### src/rtl/state_machine_pkg.sv
// Shared constants for the JVM front-end state machine.
// Holds the state-output width, the address-ROM address width and the
// five legal state codes. Codes 5-7 of the 3-bit state space are illegal.
package me_consts;

    localparam int unsigned SMNL             = 3;
    localparam int unsigned adr_rom_adr_size = 8;
    localparam int unsigned BYTE_W           = 8;

    typedef enum logic [2:0] {
        ST_IDLE   = 3'd0,
        ST_FETCH  = 3'd1,
        ST_DECODE = 3'd2,
        ST_PARAM  = 3'd3,
        ST_EMIT   = 3'd4
    } state_t;

endpackage : me_consts

### src/rtl/state_machine_if.sv
// Bus between the instruction-RAM feeder and the state machine.
// Ports (master = feeder/bench side, slave = state machine):
//   waiting          feeder -> sm  stall request, 1 freezes the machine
//   iram_data        feeder -> sm  opcode or parameter byte
//   parameter_number feeder -> sm  parameter byte count, sampled in DECODE
//   state            sm -> feeder  current state code
//   com_adr          sm -> feeder  address-ROM index for the current opcode
//   jvm_opcode       sm -> feeder  latched opcode
//   q_select         sm -> feeder  queue for the current parameter byte
//   param_even       sm -> feeder  latched parameter count is even
interface state_machine_if
    import me_consts::*;
#(
    parameter int unsigned SMNL_W = me_consts::SMNL,
    parameter int unsigned ADR_W  = me_consts::adr_rom_adr_size
);

    logic                waiting;
    logic [BYTE_W-1:0]   iram_data;
    logic [BYTE_W-1:0]   parameter_number;
    logic [SMNL_W-1:0]   state;
    logic [ADR_W-1:0]    com_adr;
    logic [BYTE_W-1:0]   jvm_opcode;
    logic                q_select;
    logic                param_even;

    modport master (
        output waiting, iram_data, parameter_number,
        input  state, com_adr, jvm_opcode, q_select, param_even
    );

    modport slave (
        input  waiting, iram_data, parameter_number,
        output state, com_adr, jvm_opcode, q_select, param_even
    );

endinterface : state_machine_if

### src/rtl/state_machine.sv
// JVM opcode front-end sequencer.
// Walks IDLE -> FETCH -> DECODE -> (PARAM x N) -> EMIT -> FETCH, latching the
// opcode, its address-ROM index and the parameter count, and steering each
// parameter byte to the even/odd queue via q_select.
// Ports:
//   clk    rising-edge clock
//   reset  asynchronous active-high reset
//   bus    state_machine_if.slave (stall, data in; state and outputs out)
module state_machine
    import me_consts::*;
#(
    parameter int unsigned SMNL             = me_consts::SMNL,
    parameter int unsigned adr_rom_adr_size = me_consts::adr_rom_adr_size
) (
    input  logic            clk,
    input  logic            reset,
    state_machine_if.slave  bus
);

    state_t                        r_state;
    logic [BYTE_W-1:0]             r_jvm_opcode;
    logic [adr_rom_adr_size-1:0]   r_com_adr;
    logic [BYTE_W-1:0]             r_counter;
    logic                          r_q_select;
    logic                          r_param_even;

    // Sequencer: every register advances only on a non-stalled edge
    always_ff @(posedge clk or posedge reset) begin
        if (reset) begin
            r_state      <= ST_IDLE;
            r_jvm_opcode <= '0;
            r_com_adr    <= '0;
            r_counter    <= '0;
            r_q_select   <= 1'b0;
            r_param_even <= 1'b0;
        end else if (!bus.waiting) begin
            case (r_state)
                ST_IDLE: begin
                    r_state    <= ST_FETCH;
                    r_q_select <= 1'b0;
                end
                ST_FETCH: begin
                    r_jvm_opcode <= bus.iram_data;
                    r_q_select   <= 1'b0;
                    r_state      <= ST_DECODE;
                end
                ST_DECODE: begin
                    r_com_adr    <= adr_rom_adr_size'(r_jvm_opcode);
                    r_counter    <= bus.parameter_number;
                    r_param_even <= ~bus.parameter_number[0];
                    r_q_select   <= 1'b0;
                    r_state      <= (bus.parameter_number == '0) ? ST_EMIT : ST_PARAM;
                end
                ST_PARAM: begin
                    // Counter saturates at zero so it can never wrap
                    if (r_counter != '0) begin
                        r_counter <= r_counter - 8'd1;
                    end
                    if (r_counter <= 8'd1) begin
                        r_state    <= ST_EMIT;
                        r_q_select <= 1'b0;
                    end else begin
                        r_q_select <= ~r_q_select;
                    end
                end
                ST_EMIT: begin
                    r_q_select <= 1'b0;
                    r_state    <= ST_FETCH;
                end
                default: begin
                    // Illegal codes recover to IDLE
                    r_q_select <= 1'b0;
                    r_state    <= ST_IDLE;
                end
            endcase
        end
    end

    assign bus.state      = SMNL'(r_state);
    assign bus.jvm_opcode = r_jvm_opcode;
    assign bus.com_adr    = r_com_adr;
    assign bus.q_select   = r_q_select;
    assign bus.param_even = r_param_even;

endmodule : state_machine

### src/flat_wrapper.sv
// flat-port wrapper written by rule: the top's interface ports become plain ports
module state_machine_flat import me_consts::*;
#(
    parameter int unsigned SMNL             = me_consts::SMNL,
    parameter int unsigned adr_rom_adr_size = me_consts::adr_rom_adr_size
)
  (clk, reset, bus_waiting, bus_iram_data, bus_parameter_number, bus_state, bus_com_adr, bus_jvm_opcode, bus_q_select, bus_param_even);
  state_machine_if bus_i ();
  input  logic clk;
  input  logic reset;
  input wire logic [$bits(bus_i.waiting)-1:0] bus_waiting;
  input wire logic [$bits(bus_i.iram_data)-1:0] bus_iram_data;
  input wire logic [$bits(bus_i.parameter_number)-1:0] bus_parameter_number;
  output wire logic [$bits(bus_i.state)-1:0] bus_state;
  output wire logic [$bits(bus_i.com_adr)-1:0] bus_com_adr;
  output wire logic [$bits(bus_i.jvm_opcode)-1:0] bus_jvm_opcode;
  output wire logic [$bits(bus_i.q_select)-1:0] bus_q_select;
  output wire logic [$bits(bus_i.param_even)-1:0] bus_param_even;
  assign bus_i.waiting = bus_waiting;
  assign bus_i.iram_data = bus_iram_data;
  assign bus_i.parameter_number = bus_parameter_number;
  assign bus_state = bus_i.state;
  assign bus_com_adr = bus_i.com_adr;
  assign bus_jvm_opcode = bus_i.jvm_opcode;
  assign bus_q_select = bus_i.q_select;
  assign bus_param_even = bus_i.param_even;
  state_machine #(.SMNL(SMNL), .adr_rom_adr_size(adr_rom_adr_size)) u_core (.clk(clk), .reset(reset), .bus(bus_i));
endmodule
### config.mk
export PLATFORM = sky130hd
export DESIGN_NAME = state_machine_flat
export DESIGN_NICKNAME = d
export VERILOG_FILES = /design/src/rtl/state_machine_pkg.sv /design/src/rtl/state_machine_if.sv /design/src/rtl/state_machine.sv /design/src/flat_wrapper.sv
export SDC_FILE = /design/constraint.sdc
export NUM_CORES = 1
export LEC_CHECK = 0
export ABC_AREA = 1
export CAP_MARGIN = 20
export CORE_ASPECT_RATIO = 1.1
export CORE_MARGIN = 2
export CORE_UTILIZATION = 35
export DETAILED_ROUTE_END_ITERATION = 8
export PLACE_DENSITY_LB_ADDON = 0.08
export SYNTH_ARGS = -nofsm -noshare
export SYNTH_HDL_FRONTEND = slang
export SYNTH_SLANG_ARGS = --single-unit
export TNS_END_PERCENT = 10
### constraint.sdc
create_clock -name clk -period 2.4 [get_ports clk]
set_input_delay 0.72 -clock clk [delete_from_list [all_inputs] [get_ports clk]]
set_output_delay 0.72 -clock clk [all_outputs]
set_load 0.01 [all_outputs]
### Word-level counts from Yosys, hierarchy flattened

Cells that the tools add are included.

* register bits after elaboration: 29
* bits of input ports: 19
* output and inout port bits: 21
* logic and storage cells: 33

* add/subtract/negate cells: 1
* order comparisons: 1
* eq/ne operators: 6
* mux-type cells: 7
* bitwise operators: 3
* reductions and logical operators: 9

Operator list (count)
* $pmux 8 s2: 1
* $pmux 3 s4: 1
* $le 8x1->1 const B: 1
* $logic_not 8->1: 1
* $mux 8: 1
* $reduce_bool 8->1: 1
* $sub 8x1->8 const B: 1
* $eq 3x2->1 const B: 2
* $mux 3: 2
* $reduce_and 2->1: 3
* $ne 2x1->1 const B: 2
* $eq 3x1->1 const B: 1
* $eq 3x3->1 const B: 1
* $logic_not 3->1: 1
* $not 1->1: 3
* $reduce_and 3->1: 1
* $mux 1: 2
* $reduce_bool 2->1: 1
* $reduce_or 2->1: 1

### Logic depth before layout (Yosys ltp)

* depth after elaboration: 3
* gate-level depth with buffers: 9
* gate-level depth less buffers: 8

### Worst setup path after synthesis

Ideal clock, no wire load.

* kind: input port to flip-flop
* start point: input port bus_waiting
* end point: register u_core.r_counter[5]
* setup time: 0.116 ns
* data arrival time: 1.336 ns
* required time: 2.284 ns
* path slack: 0.947 ns
* stages on the path: 6
* path buffers: 0
* path through: clkinv_1 > nand2_1 > o21bai_4 > nor2_1 > nand2_1 > nand2_1

* cells in the longest elaborated chain, start to end: 2

Ends and longest elaborated chain
* start, declared: RTL line flat_wrapper.sv:11 `input wire logic [$bits(bus_i.waiting)-1:0] bus_waiting;`
* $not 1->1 (no line)
* $reduce_and 3->1 (no line)
* end signal, assigned: RTL line state_machine.sv:49 `r_counter <= bus.parameter_number;`
* end signal, assigned: RTL line state_machine.sv:57 `r_counter <= r_counter - 8'd1;`
* end, declared: RTL line state_machine.sv:23 `logic [BYTE_W-1:0] r_counter;`

No other way between the ends.
A chain may end at the register's enable or synchronous reset.

### Final worst setup path

* start point: register u_core.r_state[1], in the netlist u_core.bus.state[1]
* end point: output port bus_state[1]

RTL lines
* start, declared: RTL line state_machine.sv:20 `state_t r_state;`
* start signal, assigned: RTL line state_machine.sv:52 `r_state <= (bus.parameter_number == '0) ? ST_EMIT : ST_PARAM;`
* end, declared: RTL line flat_wrapper.sv:14 `output wire logic [$bits(bus_i.state)-1:0] bus_state;`

No word-level cell between the ends.

==> run summary <==
The longest clock path from root to sink contains 2 buffers. Uppermost signal routing layer after detailed routing: met4. The met1 wire length was 1680 um. The number of cells on the critical path is 1, and the number of failing hold endpoints at the final stage is 0.

The per-cell routed wire length came out at 11.4 um. The tools report the kind of start point of the critical path as a flop. The synthesized design contains 29 register bits.

Once the clock tree was built, the resizer swapped 0 gates to a different size. In the routed design, unresolved DRC markers number 0. The tools report the routability-driven placement congestion ratio as 0.761. For the worst setup path, the data required time is 1680 ps. The setup slack of the critical path after layout came out at 314 ps. Of the synthesized area, sequential elements account for 45.3%. The number of enable-type register cells in the synthesized netlist is 0.

In this run the static leakage power is 1.04 nW. By area, the combinational part of the netlist is dominated by simple AND/OR/NAND/NOR gates. Post-synthesis share of cell area spent on xor and xnor gates: 0%. The logs give 0 for the number of routed nets with antenna violations and 231 for the net count after synthesis. The hold-critical path endpoint was u_core.bus.com_adr[5]. The total number of placement rows is 25. Startpoint of the lowest-slack hold path: u_core.bus.com_adr[5].

The logs give 74.2% for the normalized max-slew margin and 0 for the count of pins over their slew limit. Net switching is 42.1% of the power. Among all stages on the critical path, the largest delay is contributed by sky130_fd_sc_hd__clkdlybuf4s50_1. The clock net sink count was 29; the post-synthesis share of cell area spent on full adders, half adders and majority gates was 2.35%.

The synthesized area per cell works out to 7.66 um^2. After synthesis, the cell types taking the most area are sky130_fd_sc_hd__dfrtp_1, sky130_fd_sc_hd__nand2_1, sky130_fd_sc_hd__nand3_1, sky130_fd_sc_hd__nor2_1, sky130_fd_sc_hd__inv_1. The number of violations of the max-capacitance limit was 0; the cell count after synthesis was 209.

The analysis attributes to net switching a power of 1.10 mW. The cell sitting at the root of the clock tree is a sky130_fd_sc_hd__clkbuf_8. The cell area power density is 1230 nW/um^2, and the number of global-route vias before repair is 1,284. The share of synthesized registers carrying an async set or reset was 100%. After routing the design area is 2130 um^2. The setup path with the least slack is of type flop to output pin.

The first global-routing pass estimated 6020 um of wire. For this block, the initial DRC count from the detailed router was 68. Count of unique library cells instantiated by Yosys: 24. Summing the areas of all compound-gate instances in the mapped netlist gives 6.25% of the synthesized area.

Among all flip-flop cells after synthesis, the most frequent one is sky130_fd_sc_hd__dfrtp_1. The logs give 2.62 mW for the total power consumption of the routed design and 5 for the number of CTS-inserted buffers. Launch instance of the worst register-to-register path: u_core.bus.state[2]. The flow ran to the end, and the final reports show no timing, DRC or antenna violations.

Setup violations remaining at the end of the flow were counted as 0. The die extent in y was 74.9 um. Setup repair after global routing left no endpoint under its margin.

The internal power of the cells totals 1.52 mW. The tools report the initial antenna violation count as 0. Entering global routing, the biggest net connects 30 pins. Buffers inserted to repair hold after CTS numbered 0.

The final routed wirelength across all metal layers was 3540 um. Top cell type by total area after synthesis: sky130_fd_sc_hd__dfrtp_1. The cell depth of the worst hold path is 2.

Along the worst path, the maximum fanout reaches 7. The I/O pin count was 40; the count of cells along the worst register-to-register path was 8. The tools report the achievable frequency as 479 MHz. The clock group share of total power was 15.0%. For the pin with the worst max-slew slack, the measured transition is 386 ps. The setup fix buffers added after clock tree synthesis is 0.

TritonCTS built the clock tree. The residual overflow from global routing was 0; the worst IR drop on VDD was 0.595 mV. For the finished layout, the period the worst path requires is 2090 ps. For this configuration, the core starts out at a cell density of 36.8%.

The clock arrives with 1.69 ps of skew. The multiplexer share of the synthesized area was 0%; the worst-case register-to-register setup slack was 870 ps. The min-delay analysis places its worst path in the category flop to flop. Yosys printed 0 warnings. For this run, the total global-route usage over all layers was measured as 16.0%. The cell family contributing the most delay on the critical path is buffers and inverters.

The fraction of final layout cells with drive strength greater than 1 was 11.4%. The logs give 49.1% for the final design utilization and 1370 ps for the data arrival time of the worst path. The tools report the relative contribution of sequential cells to total power as 35.6%. On the worst path, the slowest cell contributes a delay of 590 ps. The cell area after placement came out at 2050 um^2. The placed wire-length estimate is 2670 um. During placement, the flow inserted port buffers numbering 39. The H-tree was split into 2 levels. The final route contains 1,393 vias. In the routed layout, each cell is associated on average with a via count of 4.51. The worst setup path is captured at an output pin. The pre-antenna-repair detailed-routing pass consisted of 4 iterations. From left edge to right edge, the die measures 68.5 um. In this run the critical register-to-register path is captured at u_core.r_counter[0]. Before CTS, the worst setup slack after placement is 367 ps. In the detailed route, the total length drawn on met2 is 1670 um. Share of synthesized cell area in and, or, nand and nor gates: 39.7%. Dividing the final minimum period by the clock period gives 86.9%.

For the number of nets in the layout, the log shows 276. For the final routed database, the setup TNS stands at 0 ps. The synthesized netlist occupies a cell area of 1600 um^2. The relative contribution of combinational cells to total power is 49.4%, and the die area is 5130 um^2. The routed length on met3 is 142 um. The tools report the placeable core area as 4350 um^2.

The clock reaches the later pin of the worst-skew pair after 280 ps. The post-synthesis to final-layout area growth works out to 33.3%. The sum of buffers and inverters on the critical path was 1; the clock-pin slew of the registers on the worst-case setup and hold paths was 70 ps.

0 antenna diodes ended up in the layout. Of the post-synthesis cell area, the dominant cell type holds 45.3%. The signal on the critical path passes through clkdlybuf4s50_1.
## cells in the mapped netlist (2+ instances only)
master and n:
sky130_fd_sc_hd__nand2_1 81, sky130_fd_sc_hd__dfrtp_1 29, sky130_fd_sc_hd__nand3_1 22, sky130_fd_sc_hd__nor2_1 20, sky130_fd_sc_hd__inv_1 17, sky130_fd_sc_hd__o21ai_0 7
sky130_fd_sc_hd__ha_1 3, sky130_fd_sc_hd__nand2_2 3, sky130_fd_sc_hd__nor2_2 3, sky130_fd_sc_hd__o21ai_2 3, sky130_fd_sc_hd__a21oi_1 2, sky130_fd_sc_hd__buf_6 2
sky130_fd_sc_hd__inv_2 2, sky130_fd_sc_hd__nand2_4 2, sky130_fd_sc_hd__nand4_1 2, sky130_fd_sc_hd__nor2_4 2, sky130_fd_sc_hd__o21ai_1 2
## stage by stage
stage          hold WS [ps]  instances
2_1_floorplan           486        209
3_3_place_gp            471        301
3_5_place_dp            468        301
4_1_cts                 485        309
5_1_grt                 509        309
6_report                481        309
## worst max-delay path by stage
stage	start	slack (ps)	endpoint
floorplan	bus_waiting	950	u_core.r_counter[5]
global placement	bus_waiting	390	u_core.bus.com_adr[0]
detailed placement	bus_parameter_number[0]	370	u_core.bus.state[0]
CTS	u_core.bus.state[1]	290	bus_state[1]
global route	u_core.bus.state[1]	270	bus_state[1]
finish	u_core.bus.state[1]	310	bus_state[1]
## layout by cell type (no fill, tap or decap), drive strengths merged
cell type,instances
inv,19
ha,3
nand3b,1
o21bai,1
nand3,24
dfrtp,29
nand2,86
nand4,2
clkbuf,5
a21oi,2
clkinvlp,1
clkinv,3
nor3,1
buf,2
o21ai,12
nor2,25
clkdlybuf4s50,39
## registers in the layout, indices dropped and copies added (netlist names)
signal and count:
u_core.bus.com_adr 8, u_core.bus.jvm_opcode 8, u_core.bus.param_even 1, u_core.bus.q_select 1, u_core.bus.state 3, u_core.r_counter 8
## power groups by stage
stage	clock, mW	combinational, mW	sequential (mW)
after floorplan	0	0.745	0.979
after global placement	0	1.31	0.943
after detailed placement	0	1.31	0.941
after CTS	0.411	1.32	0.935
after global routing	0.430	1.47	0.969
final	0.394	1.29	0.931
## cell families (layout without fill, tap and decap cells)
logic type,count (synthesis),count (layout)
buffers and inverters,23,69
and+or+nand+nor,139,139
DFF,29,29
AOI/OAI and AO/OA,15,15
adders and majority gates,3,3
## area by class of cell
| cell class | instances | area, um^2 |
|---|---|---|
| clock buffer | 5 | 68.8 |
| clock inverter | 3 | 17.5 |
| fill | 449 | 2210 |
| inverter | 20 | 75.1 |
| multi-input combinational | 157 | 773 |
| sequential | 29 | 726 |
| tap | 54 | 67.6 |
| timing repair buffer | 41 | 405 |
## per-layer routing
layer  vias to the layer above  global-route usage, %
li1                        743                      -
met5                         -                      0
met3                         5                   4.48
met1                       621                   22.1
met4                         0                   6.67
met2                        24                   23.6
Note: power is estimated with default switching activity, not from simulation.
